==> config.mk <==
export PLATFORM = sky130hd
export DESIGN_NAME = mul_pipe_param
export DESIGN_NICKNAME = d
export VERILOG_FILES = /design/src/rtl/mul_pipe_param.sv
export SDC_FILE = /design/constraint.sdc
export NUM_CORES = 2
export LEC_CHECK = 0
export CELL_PAD_IN_SITES_DETAIL_PLACEMENT = 0
export CELL_PAD_IN_SITES_GLOBAL_PLACEMENT = 1
export CORE_MARGIN = 2
export CORE_UTILIZATION = 30
export DETAILED_ROUTE_END_ITERATION = 6
export PLACE_DENSITY = 0.59
export SLEW_MARGIN = 0
export SYNTH_ARGS = -nofsm -noshare
export SYNTH_HDL_FRONTEND = slang
export SYNTH_SLANG_ARGS = --single-unit
==> constraint.sdc <==
create_clock -name clk -period 21 [get_ports clk]
set_input_delay 2.1 -clock clk [delete_from_list [all_inputs] [get_ports clk]]
set_output_delay 2.1 -clock clk [all_outputs]
set_load 0.05 [all_outputs]
==> src/rtl/mul_pipe_param.sv <==
// mul_pipe_param: elastic RV32M/RV64M MUL/MULH/MULHSU/MULHU pipeline with tag, flush and bubble collapsing
module mul_pipe_param #(
    parameter int WD_SIZE     = 32,
    parameter int MUL_STAGES  = 5,
    parameter int TAG_W       = 5,
    parameter int OPCODE_SIZE = 7,
    parameter int FUNCT7_SIZE = 7,
    parameter int FUNCT3_SIZE = 3
) (
    input  logic                   clk,
    input  logic                   reset,
    input  logic                   valid_i,
    output logic                   ready_o,
    input  logic [OPCODE_SIZE-1:0] opcode_i,
    input  logic [FUNCT7_SIZE-1:0] funct7_i,
    input  logic [FUNCT3_SIZE-1:0] funct3_i,
    input  logic [WD_SIZE-1:0]     op1_data_i,
    input  logic [WD_SIZE-1:0]     op2_data_i,
    input  logic [TAG_W-1:0]       tag_i,
    input  logic                   flush_i,
    output logic                   valid_o,
    input  logic                   ready_i,
    output logic [WD_SIZE-1:0]     result_o,
    output logic [TAG_W-1:0]       tag_o,
    output logic                   busy_o
);
    localparam int W = WD_SIZE;
    localparam int N = MUL_STAGES;
    localparam logic [OPCODE_SIZE-1:0] OPCODE_OP = OPCODE_SIZE'(7'b0110011);
    localparam logic [FUNCT7_SIZE-1:0] F7_MULDIV = FUNCT7_SIZE'(7'b0000001);

    if (MUL_STAGES < 2 || MUL_STAGES > 8) begin : g_bad_stages
        $error("mul_pipe_param: MUL_STAGES must be in 2..8");
    end
    if (WD_SIZE != 32 && WD_SIZE != 64) begin : g_bad_width
        $error("mul_pipe_param: WD_SIZE must be 32 or 64");
    end

    logic [N-1:0]              v;
    logic [N:0]                fr;
    logic [N-1:0][TAG_W-1:0]   t;
    logic [N-1:0]              hi;
    logic [2*W+1:0]            opnd;
    logic [N-1:1][2*W-1:0]     p;
    logic [2*W-1:0]            ax, bx, prod;
    logic                      is_mul, acc, sa, sb;

    // fr[k]: stage k may load this cycle (empty or draining forward)
    always_comb begin
        fr[N] = !valid_o || ready_i;
        for (int k = N - 1; k >= 0; k--) fr[k] = !v[k] || fr[k+1];
    end

    assign is_mul  = opcode_i == OPCODE_OP && funct7_i == F7_MULDIV && funct3_i <= FUNCT3_SIZE'(3);
    assign ready_o = !reset && fr[0];
    assign acc     = valid_i && ready_o && is_mul && !flush_i;
    assign busy_o  = |v || valid_o;
    assign sa      = (funct3_i == FUNCT3_SIZE'(1) || funct3_i == FUNCT3_SIZE'(2)) && op1_data_i[W-1];
    assign sb      = funct3_i == FUNCT3_SIZE'(1) && op2_data_i[W-1];

    // low 2W bits of the sign-extended product are all any result needs
    assign ax   = {{(W-1){opnd[2*W+1]}}, opnd[2*W+1:W+1]};
    assign bx   = {{(W-1){opnd[W]}}, opnd[W:0]};
    assign prod = ax * bx;

    always_ff @(posedge clk or posedge reset) begin
        if (reset) begin
            v        <= '0;
            valid_o  <= 1'b0;
            result_o <= '0;
            tag_o    <= '0;
        end else if (flush_i) begin
            v       <= '0;
            valid_o <= 1'b0;
        end else begin
            if (fr[N]) begin
                valid_o <= v[N-1];
                if (v[N-1]) begin
                    result_o <= hi[N-1] ? p[N-1][2*W-1:W] : p[N-1][W-1:0];
                    tag_o    <= t[N-1];
                end
            end
            for (int k = N - 1; k > 0; k--) if (fr[k]) v[k] <= v[k-1];
            if (fr[0]) v[0] <= acc;
        end
    end

    always_ff @(posedge clk) begin
        if (fr[0]) begin
            opnd  <= {sa, op1_data_i, sb, op2_data_i};
            t[0]  <= tag_i;
            hi[0] <= funct3_i != '0;
        end
        if (fr[1]) p[1] <= prod;
        for (int k = 2; k < N; k++) if (fr[k]) p[k] <= p[k-1];
        for (int k = 1; k < N; k++) begin
            if (fr[k]) begin
                t[k]  <= t[k-1];
                hi[k] <= hi[k-1];
            end
        end
    end
endmodule

Word-level counts from Yosys, hierarchy flattened --
Cells that the tools add are included.
Storage, ports and cells: bits in registers 395, bits of input ports 91, output and inout port bits 40, logic and storage cells 72
Operators by class: $mul 1, order comparisons 1, equal/unequal tests 4, mux-type cells 9, bitwise logic cells 1, reduce and logical (&&, ||, !) cells 33
Operator list (count):
- 33-bit by 33-bit multiplier with 64-bit output | 1
- 32-bit 2-to-1 mux | 1
- 2-bit nonzero test | 6
- 1-bit logical AND | 8
- 1-bit logical NOT | 8
- 1-bit logical OR | 8
- 7-bit by 1-bit equality test with 1-bit output, second input constant | 1
- 7-bit by 6-bit equality test with 1-bit output, second input constant | 1
- 1-bit 2-to-1 mux | 7
- 5-bit 2-to-1 mux | 1
- 5-bit OR reduction | 1
- 3-bit by 1-bit equality test with 1-bit output, second input constant | 1
- 3-bit by 2-bit equality test with 1-bit output, second input constant | 1
- 3-bit by 2-bit less-or-equal comparator with 1-bit output, second input constant | 1
- 3-bit AND reduction | 1
- 3-bit nonzero test | 1
- 1-bit NOT | 1

Logic depth before layout (Yosys ltp) --
word-level depth 13, mapped depth 28

Least setup slack after synthesis --
Ideal clock, no wire load.
path kind reg-to-reg, start register opnd[65], end register p[63] (netlist name), data pin, arrival time 7.993 ns, required time 20.740 ns, slack 12.747 ns, stages on the path, launching flop included 27, clock period less this slack 8.253 ns, path through edfxtp_1 clkbuf_1 nand2_1 inv_1 fa_1 fa_1 fa_1 inv_1 fa_1 inv_1 fa_1 fa_1 fa_1 inv_1 fa_1 inv_1 ha_1 buf_2 a21o_1 a21o_1 a211oi_2 o21ai_0 a2111oi_0 o21ai_1 a221oi_1 o21bai_1 xnor2_1
Between the ends: longest elaborated chain between the ends 1
Ends and longest elaborated chain:
- start: declaration | line 43 | logic [2*W+1:0] opnd;
- start signal: assignment | line 90 | opnd <= {sa, op1_data_i, sb, op2_data_i};
- 33-bit by 33-bit multiplier with 64-bit output | line 64 | assign prod = ax * bx;
- net prod[63] | line 45 | logic [2*W-1:0] ax, bx, prod;
- end: declaration | line 44 | logic [N-1:1][2*W-1:0] p;
The timed path passes the listed nets, and every way through them passes these cells. A chain may end at the register's enable or synchronous reset.

Final worst setup path --
start register opnd[0], end register p[63] (netlist name), data pin
Same word-level chain as after synthesis.

==> impl_results.md <==
- Most frequent cells in the layout: fa_1, inv_1, nand2_1
- Die width: 416 microns
- Input/output buffers: 130
- First-pass GRT wire length: 210000 microns
- Crit-path max FO: 33
- Worst Setup Start Kind: flip-flop
- CTS tree: yes
- Hold Violations, Final: 0
- Largest net degree at the start of global routing: 73
- Drt via density: 4.47
- Bufs on Longest Clock Path: 3
- Fin util: 33.3%
- Share of layout cells above drive strength 1: 3.66%
- Site row count: 151
- Multi-input logic area: 34300 sq um
- CP required: 21.37 ns
- Starting Density: 30.1%
- H-tree levels: 2
- Post-route DRC: 0
- Worst Max-Slew Pin Slew: 1.08 ns
- Fmax: 104 MHz
- Overall die height: 416 microns
- CP arrival: 9.96 ns
- Antenna Nets Post-Route: 0
- Cts bufs inserted: 47
- Final #Nets: 6144
- Wirelength per Cell: 19.0 microns
- Crit end category: flip-flop
- Max-slew headroom: 27.5%
- Fillers: 17258
- # IOs: 131
- GRT Overall Usage: 15.8%
- Max Cap Violations: 0
- Unrepaired setup endpoints after global routing: no
- Minimum clock period: 9.59 ns
- Yosys reg bits: 395
- Core area: 169000 sq um
- Clk slew on worst S/H paths: 0.06 ns
- Total die area: 173000 sq um
- Setup Crit Path Kind: reg2reg
- Setup_tns: 0 ns
- Worst Hold Class: reg2reg
- Max-slew violation count: 0
- Final GP Congestion: 0.829
- Routed vias: 31186
- Root Buffer: clkbuf_16
- Initial antenna violation count: 5
- Most common library cell in the layout ignoring fill and taps: fa_1
- Synth Flop Type: edfxtp_1
- Clk_skew: 0.0571 ns
- Syn nets: 6119
- Synth Cell Area: 50800 sq um
- Syn Inst Count: 4691
- Post-CTS Hold Fix Bufs: 0
- Syn-to-layout area delta: 10.6%
- Post-synth EDFFs: 352
- Async SR Flop Fraction: 10.9%
- DRT Pass-1 Iters: 5
- Tcrit/Tclk final: 45.7%
- Final setup viols: 0
- Total Wirelength: 133000 microns
- Yosys warnings: 0
- Vias in the first global route: 34386
- Clk sinks: 395
- DP HPWL: 104000 microns
- Unique masters post-synth: 68
- R2r setup slk: 11.41 ns
- DR iter-0 viols: 1846
- Average size of a mapped cell: 10.8 sq um
- Latest clock arrival within the worst-skew pair: 0.68 ns
- Total grt overflow: 0
- Status: completed
- Seq/Total Area, Yosys: 22.9%
- Setup Fix Bufs, Post-CTS: 0
- FF+latch area: 11600 sq um
- Post-cts resize count: 0
-- state kept, by name (all words and copies together), names as in the netlist --
name,flops
hi,5
t,25
valid_o,1
opnd,66
p,256
v,5
tag_o,5
result_o,32
-- routing by layer --
metal / global-route usage, % / routed length, microns / part of all wire (%) / vias up
li1: - / - / - / 13915
met5: 0 / 0 / 0 / -
met3: 2.52 / 6690 / 5.0 / 92
met2: 24.6 / 59000 / 45 / 631
met1: 23.5 / 65100 / 49 / 16548
met4: 2.50 / 1730 / 1.3 / 0
-- worst paths after layout --
kind                         start      endpoint  cells past startpoint
max                        opnd[0]         p[63]                     24
min                         p[184]        p[248]                      0
max reg2reg                opnd[0]         p[63]                     24
min reg2reg                 p[184]        p[248]                      0
max in group asynchronous    reset  result_o[27]                      3
min in group asynchronous    reset  result_o[25]                      3
-- cell type report --
cell class | instances | share of cell area [%]
Timing Repair Buffer | 203 | 3.29
Multi-Input combinational cell | 2977 | 60.9
Clock inverter | 19 | 0.492
Antenna cell | 4 | 0.0178
Inverter | 1092 | 7.29
Clock buffer | 68 | 2.34
Tap cell | 2218 | 4.93
Sequential cell | 395 | 20.7
-- critical path, cell delays in order, from the launching register on --
cell       delay [ns]
edfxtp_1         1.02
nand2_1          0.20
inv_1            0.17
fa_1             0.49
fa_1             0.56
fa_1             0.83
inv_1            0.23
fa_1             0.95
inv_1            0.36
fa_1             0.54
fa_1             0.51
fa_1             0.49
inv_1            0.05
fa_1             0.47
inv_1            0.04
ha_1             0.39
a21o_1           0.22
a21o_1           0.18
a211oi_2         0.31
o21ai_0          0.16
a2111oi_0        0.32
o21ai_1          0.22
a221oi_1         0.32
o21bai_1         0.11
xnor2_1          0.13
-- Yosys cell counts, types with 15 or more instances --
cell type	count	area [sq um]
fa_1	1125	22500
inv_1	1092	4100
nand2_1	560	2100
and2_1	548	3430
edfxtp_1	352	10600
clkbuf_1	217	815
ha_1	212	2650
a21oi_1	97	485
nor2_1	68	255
xnor2_1	54	473
o21ai_0	44	220
dfrtp_1	43	1080
nor2b_1	33	206
mux2i_1	32	320
xor2_1	23	201
a21o_1	15	113
nand3_1	15	75.1
-- through the flow --
stage	cell area (sq um)	setup slack [ns]	hold WS (ns)	std cells
2_1_floorplan	50800	12.75	0.400	4691
5_1_grt	56200	10.73	0.400	6972
3_3_place_gp	54600	11.50	0.400	6885
3_5_place_dp	54600	11.38	0.405	6885
6_report	56200	11.41	0.390	6976
4_1_cts	56200	11.32	0.386	6972
-- cell families (layout without fill, tap and decap cells) --
group / Yosys count / count (layout) / synth area share, %
adder cells (fa/ha/maj): 1337 / 1337 / 49.5
buffers and inverters: 1319 / 1382 / 9.75
AND/OR/NAND/NOR: 1285 / 1285 / 12.7
flip-flops: 395 / 395 / 22.9
AO/OA/AOI/OAI: 241 / 241 / 3.04
XOR/XNOR: 77 / 77 / 1.33
multiplexers: 37 / 37 / 0.741
other: 0 / 4 / 0
Power is not shown: default switching activity piles up to over one toggle a cycle in this logic, so the estimate is an artifact.
